### config.mk
export PLATFORM = sky130hd
export DESIGN_NAME = div_restaura_uc
export DESIGN_NICKNAME = d
export VERILOG_FILES = /design/src/rtl/div_restaura_uc.sv
export SDC_FILE = /design/constraint.sdc
export NUM_CORES = 1
export LEC_CHECK = 0
export CORE_MARGIN = 2
export CORE_UTILIZATION = 39
export CTS_CLUSTER_DIAMETER = 200
export DETAILED_ROUTE_END_ITERATION = 6
export GPL_TIMING_DRIVEN = 0
export SYNTH_ARGS = -nofsm -noshare
export SYNTH_HDL_FRONTEND = slang
export SYNTH_SLANG_ARGS = --single-unit
### constraint.sdc
create_clock -name clk -period 1.9 [get_ports clk]
set_input_delay 0.38 -clock clk [delete_from_list [all_inputs] [get_ports clk]]
set_output_delay 0.38 -clock clk [all_outputs]
set_load 0.02 [all_outputs]
### src/rtl/div_restaura_uc.sv
// Sequential unsigned restoring divider with a Start/Done handshake.
// {A,Q} shifts left one bit per clock and produces one quotient bit per iteration.
//
// state | meaning
// IDLE  | waiting for Start; last Cociente/Resto/DivCero held
// ITER  | one shift/subtract/restore step per clock, N steps
// DONE  | one-cycle Done pulse, then back to IDLE unconditionally
module div_restaura_uc #(
  parameter int N = 4
) (
  input  logic         clk,
  input  logic         Reset,
  input  logic         Start,
  input  logic [N-1:0] Dividendo,
  input  logic [N-1:0] Divisor,
  output logic [N-1:0] Cociente,
  output logic [N-1:0] Resto,
  output logic         Busy,
  output logic         Done,
  output logic         DivCero
);

  localparam int CW = $clog2(N + 1);
  localparam logic [CW-1:0] CNT_LOAD = CW'(N);
  localparam logic [CW-1:0] CNT_LAST = CW'(1);

  typedef enum logic [1:0] {
    IDLE,
    ITER,
    DONE
  } state_t;

  state_t        state;
  logic [N:0]    a;
  logic [N-1:0]  q;
  logic [N-1:0]  m;
  logic [CW-1:0] cnt;

  logic [N:0]    a_sh;
  logic [N:0]    d;
  logic [N:0]    a_next;
  logic [N-1:0]  q_next;
  logic          fits;

  // A stays below M between iterations, so A[N] is always clear; folding it
  // into the fit decision keeps a corrupted A from ever producing a 1 bit.
  always_comb begin
    a_sh   = {a[N-1:0], q[N-1]};
    d      = a_sh - {1'b0, m};
    fits   = ~d[N] & ~a[N];
    a_next = fits ? d : a_sh;
    q_next = {q[N-2:0], fits};
  end

  always_ff @(posedge clk) begin
    if (!Reset) begin
      state    <= IDLE;
      a        <= '0;
      q        <= '0;
      m        <= '0;
      cnt      <= '0;
      Cociente <= '0;
      Resto    <= '0;
      Busy     <= 1'b0;
      Done     <= 1'b0;
      DivCero  <= 1'b0;
    end else begin
      case (state)
        IDLE: begin
          Done <= 1'b0;
          Busy <= 1'b0;
          if (Start) begin
            if (Divisor != '0) begin
              a       <= '0;
              q       <= Dividendo;
              m       <= Divisor;
              cnt     <= CNT_LOAD;
              DivCero <= 1'b0;
              Busy    <= 1'b1;
              state   <= ITER;
            end else begin
              Cociente <= '1;
              Resto    <= Dividendo;
              DivCero  <= 1'b1;
              Done     <= 1'b1;
              state    <= DONE;
            end
          end
        end
        ITER: begin
          a   <= a_next;
          q   <= q_next;
          cnt <= cnt - CNT_LAST;
          if (cnt == CNT_LAST) begin
            Cociente <= q_next;
            Resto    <= a_next[N-1:0];
            Busy     <= 1'b0;
            Done     <= 1'b1;
            state    <= DONE;
          end
        end
        DONE: begin
          Done  <= 1'b0;
          Busy  <= 1'b0;
          state <= IDLE;
        end
        default: begin
          Done  <= 1'b0;
          Busy  <= 1'b0;
          state <= IDLE;
        end
      endcase
    end
  end

endmodule

== After elaboration in Yosys (flattened, before gate mapping) ==
Cells that the tools add are included.

* $add $sub $neg: 2
* Equality and inequality tests: 6
* Muxes and demuxes: 30
* Bitwise operators: 3
* Reduce and logical (&&, ||, !) cells: 8

{| class="wikitable"
|+ Operators by type and width
! operator !! count
|-
| 4-bit 2-to-1 mux || 8
|-
| 4-bit case mux with 2 select lines || 3
|-
| 5-bit 2-to-1 mux || 3
|-
| 5-bit case mux with 2 select lines || 1
|-
| 2-bit inequality test (second input constant) || 4
|-
| 1-bit 2-to-1 mux || 6
|-
| 2-bit 2-to-1 mux || 3
|-
| 3-bit 2-to-1 mux || 2
|-
| 3-bit case mux with 2 select lines || 1
|-
| 3-bit AND reduction || 2
|-
| 5-bit by 4-bit subtractor with 5-bit output || 1
|-
| 1-bit case mux with 2 select lines || 2
|-
| 2-bit case mux with 2 select lines || 1
|-
| 2-bit AND reduction || 2
|-
| 4-bit AND reduction || 1
|-
| 4-bit nonzero test || 1
|-
| 3-bit by 1-bit equality test with 1-bit output (second input constant) || 1
|-
| 3-bit by 1-bit subtractor with 3-bit output (second input constant) || 1
|-
| 2-bit by 1-bit equality test with 1-bit output (second input constant) || 1
|-
| 2-bit logical NOT || 1
|-
| 1-bit NOT || 2
|-
| 2-bit nonzero test || 1
|-
| 1-bit bitwise AND || 1
|}

* Register bits after elaboration: 29
* Bits of input ports: 11
* Output and inout port bits: 11
* Word-level logic and storage cells: 59

== Longest topological paths before layout ==
Gate-level depths: netlist of run 1.

* Depth in word-level cells: 6
* Mapped depth: 9
* Mapped depth without buffers: 8

== Worst setup path after synthesis of run 1 ==
No wires, ideal clock.

* Path kind: reg2reg
* Start: reg q[3]
* End: reg Resto[1]
* Library setup time: 120 ps
* Data arrival time: 1817 ps
* Required time: 1780 ps
* Setup slack: -36 ps
* Cell stages (with the launch flop): 9
* Buffers on the path: 0
* Clock period less this slack: 1936 ps
* Cells stage by stage: dfxtp_1 inv_1 ha_1 inv_1 fa_1 nand3_1 nand4b_1 and3_1 a211o_1

* Longest elaborated chain between the ends: 6

{| class="wikitable"
|+ Ends and longest elaborated chain
! element !! RTL line !! source
|-
| from (decl) || 35 || <nowiki>logic [N-1:0] q;</nowiki>
|-
| from (signal assigned) || 75 || <nowiki>q <= Dividendo;</nowiki>
|-
| from (signal assigned) || 92 || <nowiki>q <= q_next;</nowiki>
|-
| 5-bit by 4-bit subtractor with 5-bit output (*) || 49 || <nowiki>d = a_sh - {1'b0, m};</nowiki>
|-
| 1-bit NOT || 50 || <nowiki>fits = ~d[N] & ~a[N];</nowiki>
|-
| 1-bit bitwise AND || 50 ||
|-
| 5-bit 2-to-1 mux (*) || 51 || <nowiki>a_next = fits ? d : a_sh;</nowiki>
|-
| 4-bit 2-to-1 mux (*) || 94 || <nowiki>if (cnt == CNT_LAST) begin</nowiki>
|-
| 4-bit case mux with 2 select lines (*) || 68 || <nowiki>case (state)</nowiki>
|-
| to (signal assigned) || 83 || <nowiki>Resto <= Dividendo;</nowiki>
|-
| to (signal assigned) || 96 || <nowiki>Resto <= a_next[N-1:0];</nowiki>
|-
| to (decl) || 17 || <nowiki>output logic [N-1:0] Resto,</nowiki>
|}

Mark *: on every way between the ends. The rest lies on a longest branch, timed or not. The select of a mux whose other input is x is not followed.
A chain may end at the register's enable or synchronous reset.

== Worst setup path in the final report of run 1 ==
* Start: reg a[2]
* End: reg Resto[3]

* Longest elaborated chain between the ends: 6

{| class="wikitable"
|+ Ends and longest elaborated chain
! element !! RTL line !! source
|-
| from (decl) || 34 || <nowiki>logic [N:0] a;</nowiki>
|-
| from (signal assigned) || 91 || <nowiki>a <= a_next;</nowiki>
|-
| 5-bit by 4-bit subtractor with 5-bit output || 49 ||
|-
| 1-bit NOT || 50 ||
|-
| 1-bit bitwise AND || 50 ||
|-
| 5-bit 2-to-1 mux (*) || 51 ||
|-
| 4-bit 2-to-1 mux (*) || 94 ||
|-
| 4-bit case mux with 2 select lines (*) || 68 ||
|}

Marks and branches as above.

==> results.toml, run 1 <==
[placement]
dp_slack_ps = -290
dp_hpwl_mm = 2.94
routabilityCongestion = 0.854
placed_area_um2 = 1840
dp.cells = 254
portBuffers = 21

[synthesis]
synth_common_cells = "dfxtp_1, nor2_1, a21oi_1, nand2_1, nand3_1"
async_reset_ff_frac = 0
yosysTopAreaCell = "dfxtp_1"
synth_seq_cells = 29
synth.most_common_cell = "dfxtp_1"
netlist_area_um2 = 1560
synth.yosys.warnings = 0
synth_nets = 203
synth_edf_count = 0
synth_cells = 185
seq_area_frac_synth = 0.372
synth_area_leaders = "dfxtp_1, a21oi_1, nor2_1"
ys.flop_type = "dfxtp_1"
synth_top_area_frac = 0.372
avgSynthCellArea_um2 = 8.43
synth_cell_type_count = 45

[finish]
area_delta_synth_final_pct = 35.3
num-fill-cells = 360
drive_gt1_frac = 0.210
fin_area_um2 = 2110
layout.nets = 246
final_util = 0.564
antenna_cells = 0
fin_cells = 277
register_area_um2 = 583
multi_input_area_um2 = 973

[detailed_routing]
dr.pass1.iters = 4
vias = 1534
viasPerCell = 5.54
drc = 0
drt-wirelength-per-cell_um = 15.4
drt_iter0_drc = 66
ant_nets = 0
drt_wl_total_mm = 4.27

[grt]
grt_pass1_vias = 1438
antenna_found_initial = 0
gr-total-overflow = 0
grt_max_degree = 11
grt_usage = 0.204
grt_pass1_wl_mm = 6.78

[power]
swShare = 0.328
pwr-share-seq = 0.402
vdd_ir_drop_max_uv = 329
internal_power_mw = 1.17
switchingPower_mw = 0.572
power_density_nw_per_um2 = 826
share_comb_of_total_power = 0.320
power_mw = 1.74
p_clk_frac = 0.278
p_leak_nw = 0.812

[sta]
finalCriticalPeriod_ps = 1930
hold_violations = 0
post-route-period-util = 1.02
slew_violations = 0
grt_setup_unrepaired = "true"
finClkSkew_ps = 4.80
fin_ws_ps = -33.7
fmax_mhz = 517
max_slew.worst_pin.slew_ps = 497
setup_viol = 2
fin_hold_ws_ps = 479
slew_headroom = 0.668
finalSetupTns_ps = -61.4

[clock_network]
clock_latency_ps = 280
htreeDepth = 2
clock_path_buffers = 2
path_clk_slew_ps = 60
cts_made_buffers = 5
cts_num_sinks = 29
cts_root_buffer = "clkbuf_8"
hold_buffers = 0
cts_tree = "built"

[outcome]
violations = "setup timing"
status = "finished, violations left"

[floorplanning]
rows = 22
die-area_um2 = 4520
die_h_um = 67.3
ioPinCount = 22
fp.dieW_um = 67.3
core_um2 = 3740
initial_core_util = 0.417

[setup_path]
critPathRequiredTime_ps = 2060
path_class = "flip-flop to flip-flop"
crit_path_max_incr_delay_ps = 420
crit_chain = "ha_1 > a21oi_4 > nand4b_1 > buf_4 > a311oi_2 > a21oi_1"
arrival_ps = 2100
rr_startpoint = "a[2]"
crit_start = "a[2]"
critPathMaxFanout = 5
worst_setup_path_start_kind = "flip-flop"
endpoint_kind = "flip-flop"
reg2reg_setup_slack_ps = -30
cp_slowest_cell = "ha_1"

[worst_hold_path]
hp-class = "flip-flop to flip-flop"
hp-start = "Busy"

[run]
maxCapViolCount = 0
==> per-layer routing <==
| metal | wire length [um] | global-route usage |
|---|---|---|
| met1 | 1840 | 0.257 |
| met2 | 2140 | 0.343 |
| met3 | 224 | 0.0400 |
| met4 | 61 | 0.0816 |
| met5 | 0 | 0 |
==> power by group through the flow <==
stage,combinational [mW],sequential [mW],clock [mW]
6_report,0.558,0.700,0.485
5_1_grt,0.603,0.707,0.514
4_1_cts,0.499,0.697,0.488
3_5_place_dp,0.420,0.708,0
3_3_place_gp,0.403,0.705,0
2_1_floorplan,0.278,0.710,0
==> placed cells by master, fill, tap and decap left out, types with 2 or more instances in the layout <==
cell              n
dfxtp_2           2
inv_2             2
clkinv_2          2
nand3_1          10
ha_1              5
o21ai_0           4
nand2_1          13
buf_4            16
mux2i_1           3
nand2b_1          2
a311oi_1          3
o31ai_1           2
nor2b_1           2
buf_2             3
and3_1            3
clkbuf_8          5
inv_1             8
nor2_1           22
a211oi_1          6
clkdlybuf4s50_1  20
o211ai_1          5
mux2_2            2
clkbuf_1          4
nand4_1           3
nor3_1            3
nand3b_1          2
dfxtp_1          27
a21oi_1          20
==> flip-flops by register name, indices dropped and copies added (netlist names) <==
| signal | cells |
|---|---|
| Busy | 1 |
| Cociente | 4 |
| DivCero | 1 |
| Done | 1 |
| Resto | 4 |
| a | 5 |
| cnt | 3 |
| m | 4 |
| q | 4 |
| state | 2 |
==> cells by family (layout without fill, tap and decap cells) <==
logic type / after synthesis / in the layout / synth area share
buffers and inverters: 19 / 63 / 0.0529
XOR/XNOR: 1 / 1 / 0.00561
flip-flops: 29 / 29 / 0.372
AO/OA/AOI/OAI: 57 / 57 / 0.248
multiplexers: 5 / 5 / 0.0337
adder cells (fa/ha/maj): 7 / 7 / 0.0609
AND/OR/NAND/NOR: 67 / 67 / 0.227
==> final timing paths <==
kind	end	cells after the start
setup / recovery	Resto[3]	6
hold / removal	Busy	2
setup reg to reg	Resto[3]	6
hold reg to reg	Busy	2
==> cell type report <==
class,instances,area share
clock inverter,2,0.00474
inverter,11,0.0196
tap,48,0.0285
timing repair buffer,37,0.158
sequential,29,0.276
buffer,7,0.0178
clock buffer,6,0.0344
multi-input combinational,137,0.461
==> worst max-delay path: cells and delay by family, from the launching register on <==
family	cells	cell delay [ps]
simple gates	1	250
compound gates	3	570
buf+inv	1	220
fa+ha+maj	1	420
flops	1	360
==> repair_timing <==
| action | 4_1_cts | 5_1_grt |
|---|---|---|
| endpoints found under the hold margin | 0 | 0 |
| pin swaps | 6 | 13 |
| buffers inserted | 7 | 10 |
| gates resized for setup | 13 | 7 |
| cloned | 0 | 0 |
| setup endpoints to repair | 10 | 15 |
Power figures use the tool's default switching activity.
==> inputs of run 2 (changes only) <==
Settings changed: CORE_MARGIN 2 to unset.
==> run 2 against run 1 <==
Compared with the run above: critical path type unchanged; first-iteration DRC count increased by 50%; final cell count decreased by 1.8%; register-to-register slack about the same; the flow still finishes with violations (setup timing); largest cell class unchanged; core utilization decreased by 0.17 points; die area decreased by 5.9%; combinational power decreased by 1%; sequential share of layout area increased by 0.14 points; setup slack improved by 13 ps; sequential power about the same; critical path depth increased by 3; via count increased by 1.0%; power increased by 1.9%.
==> results.toml, run 2 (same netlist as run 1, synthesis figures left out) <==
[placement]
portBuffers = 21
placed_area_um2 = 1840
dp_slack_ps = -282
dp_hpwl_mm = 2.99
routabilityCongestion = 0.862

[worst_hold_path]
hp-class = "flip-flop to flip-flop"

[power]
vdd_ir_drop_max_uv = 520
power_mw = 1.78
power_density_nw_per_um2 = 844
p_leak_nw = 0.802

[clock_network]
cts_root_buffer = "clkbuf_8"
cts_num_sinks = 29
hold_buffers = 0
clock_path_buffers = 2
htreeDepth = 2
cts_made_buffers = 5
cts_tree = "built"
path_clk_slew_ps = 70
clock_latency_ps = 290

[floorplanning]
die_h_um = 65.3
ioPinCount = 22
die-area_um2 = 4260
fp.dieW_um = 65.3
initial_core_util = 0.417
rows = 22
core_um2 = 3740

[run]
maxCapViolCount = 0

[sta]
finalCriticalPeriod_ps = 1920
post-route-period-util = 1.01
setup_viol = 1
hold_violations = 0
grt_setup_unrepaired = "true"
slew_violations = 0
fmax_mhz = 521
finClkSkew_ps = 8.39
slew_headroom = 0.676
max_slew.worst_pin.slew_ps = 486
fin_hold_ws_ps = 476
fin_ws_ps = -20.8

[detailed_routing]
drt-wirelength-per-cell_um = 16.4
dr.pass1.iters = 4
vias = 1550
drt_wl_total_mm = 4.46
ant_nets = 0
drc = 0
drt_iter0_drc = 99
viasPerCell = 5.70

[grt]
antenna_found_initial = 0
grt_max_degree = 11
grt_pass1_wl_mm = 7.38
grt_pass1_vias = 1563
grt_usage = 0.233
gr-total-overflow = 0

[finish]
mostFrequentLayoutCells = "dfxtp_1, nor2_1, a21oi_1"
largest_reg_flops = 5
drive_gt1_frac = 0.205
fin_area_um2 = 2100
layout.nets = 242
final_common_cell = "dfxtp_1"
regMostFlops = "a"
area_delta_synth_final_pct = 34.9
antenna_cells = 0
num-fill-cells = 369

[setup_path]
endpoint_kind = "flip-flop"
path_class = "flip-flop to flip-flop"
critPathMaxFanout = 6
worst_setup_path_start_kind = "flip-flop"
arrival_ps = 2090
critPathRequiredTime_ps = 2070

[outcome]
violations = "setup timing"
status = "finished, violations left"
-- run 2: changes by cell type in the layout (fill, tap and decap cells not counted), moves of 2 or more --
cell / before / now
buf_4: 16 / 10
buf_6: 1 / 3
clkinv_2: 2 / 0
ha_1: 5 / 3
ha_2: 0 / 2
-- run 2: area by class of cell --
| cell class | count | area [um^2] | share of cell area |
|---|---|---|---|
| multi-input cells | 137 | 982 | 0.467 |
| flip-flops and latches | 29 | 584 | 0.278 |
| repair buffers | 33 | 313 | 0.149 |
| clock buffers | 7 | 86.3 | 0.0410 |
| well taps | 48 | 60.1 | 0.0285 |
| inverters | 11 | 41.3 | 0.0196 |
| plain buffers | 7 | 37.5 | 0.0178 |
-- run 2: stage by stage --
stage | setup TNS [ps] | util | std cells
after floorplan | 0 | - | 185
after global routing | -182 | 0.562 | 272
after detailed placement | -4460 | 0.490 | 254
final | -20.8 | 0.562 | 272
after CTS | 0 | 0.545 | 269
after global placement | -3970 | 0.490 | 254
-- run 2: timing repair --
item	in CTS	in global routing
gates resized for setup	12	12
setup buffers	9	3
endpoints found under the setup margin	10	13
pin swaps	5	12
-- run 2: worst max-delay path, stage by stage, from the launching register on --
cell and delay, ps:
dfxtp_2 330, inv_2 60, ha_4 120, inv_2 40, fa_2 360, nand3_4 110, nand4b_1 220, buf_6 210
a311oi_2 260, a21oi_1 100
-- run 2: power by group --
part	switching, mW	internal (mW)	total (mW)	leakage, nW
Clock	0.238	0.287	0.525	0.0443
Combinational	0.296	0.256	0.552	0.519
Sequential	0.0448	0.655	0.700	0.238
Total	0.579	1.20	1.78	0.802
-- run 2: worst paths after layout --
path                            from       end  slack [ps]  depth (start not counted)
worst max-delay path            q[3]  Resto[3]         -20                          9
worst max register to register  q[3]  Resto[3]         -20                          9
worst min-delay path            Busy      Busy         480                          2
worst min register to register  Busy      Busy         480                          2
-- run 2: routing by layer --
metal | track usage | up-vias | part of all wire
li1 | - | 757 | -
met1 | 0.279 | 737 | 0.44
met2 | 0.376 | 47 | 0.50
met3 | 0.0573 | 9 | 0.043
met4 | 0.130 | 0 | 0.022
met5 | 0 | - | 0
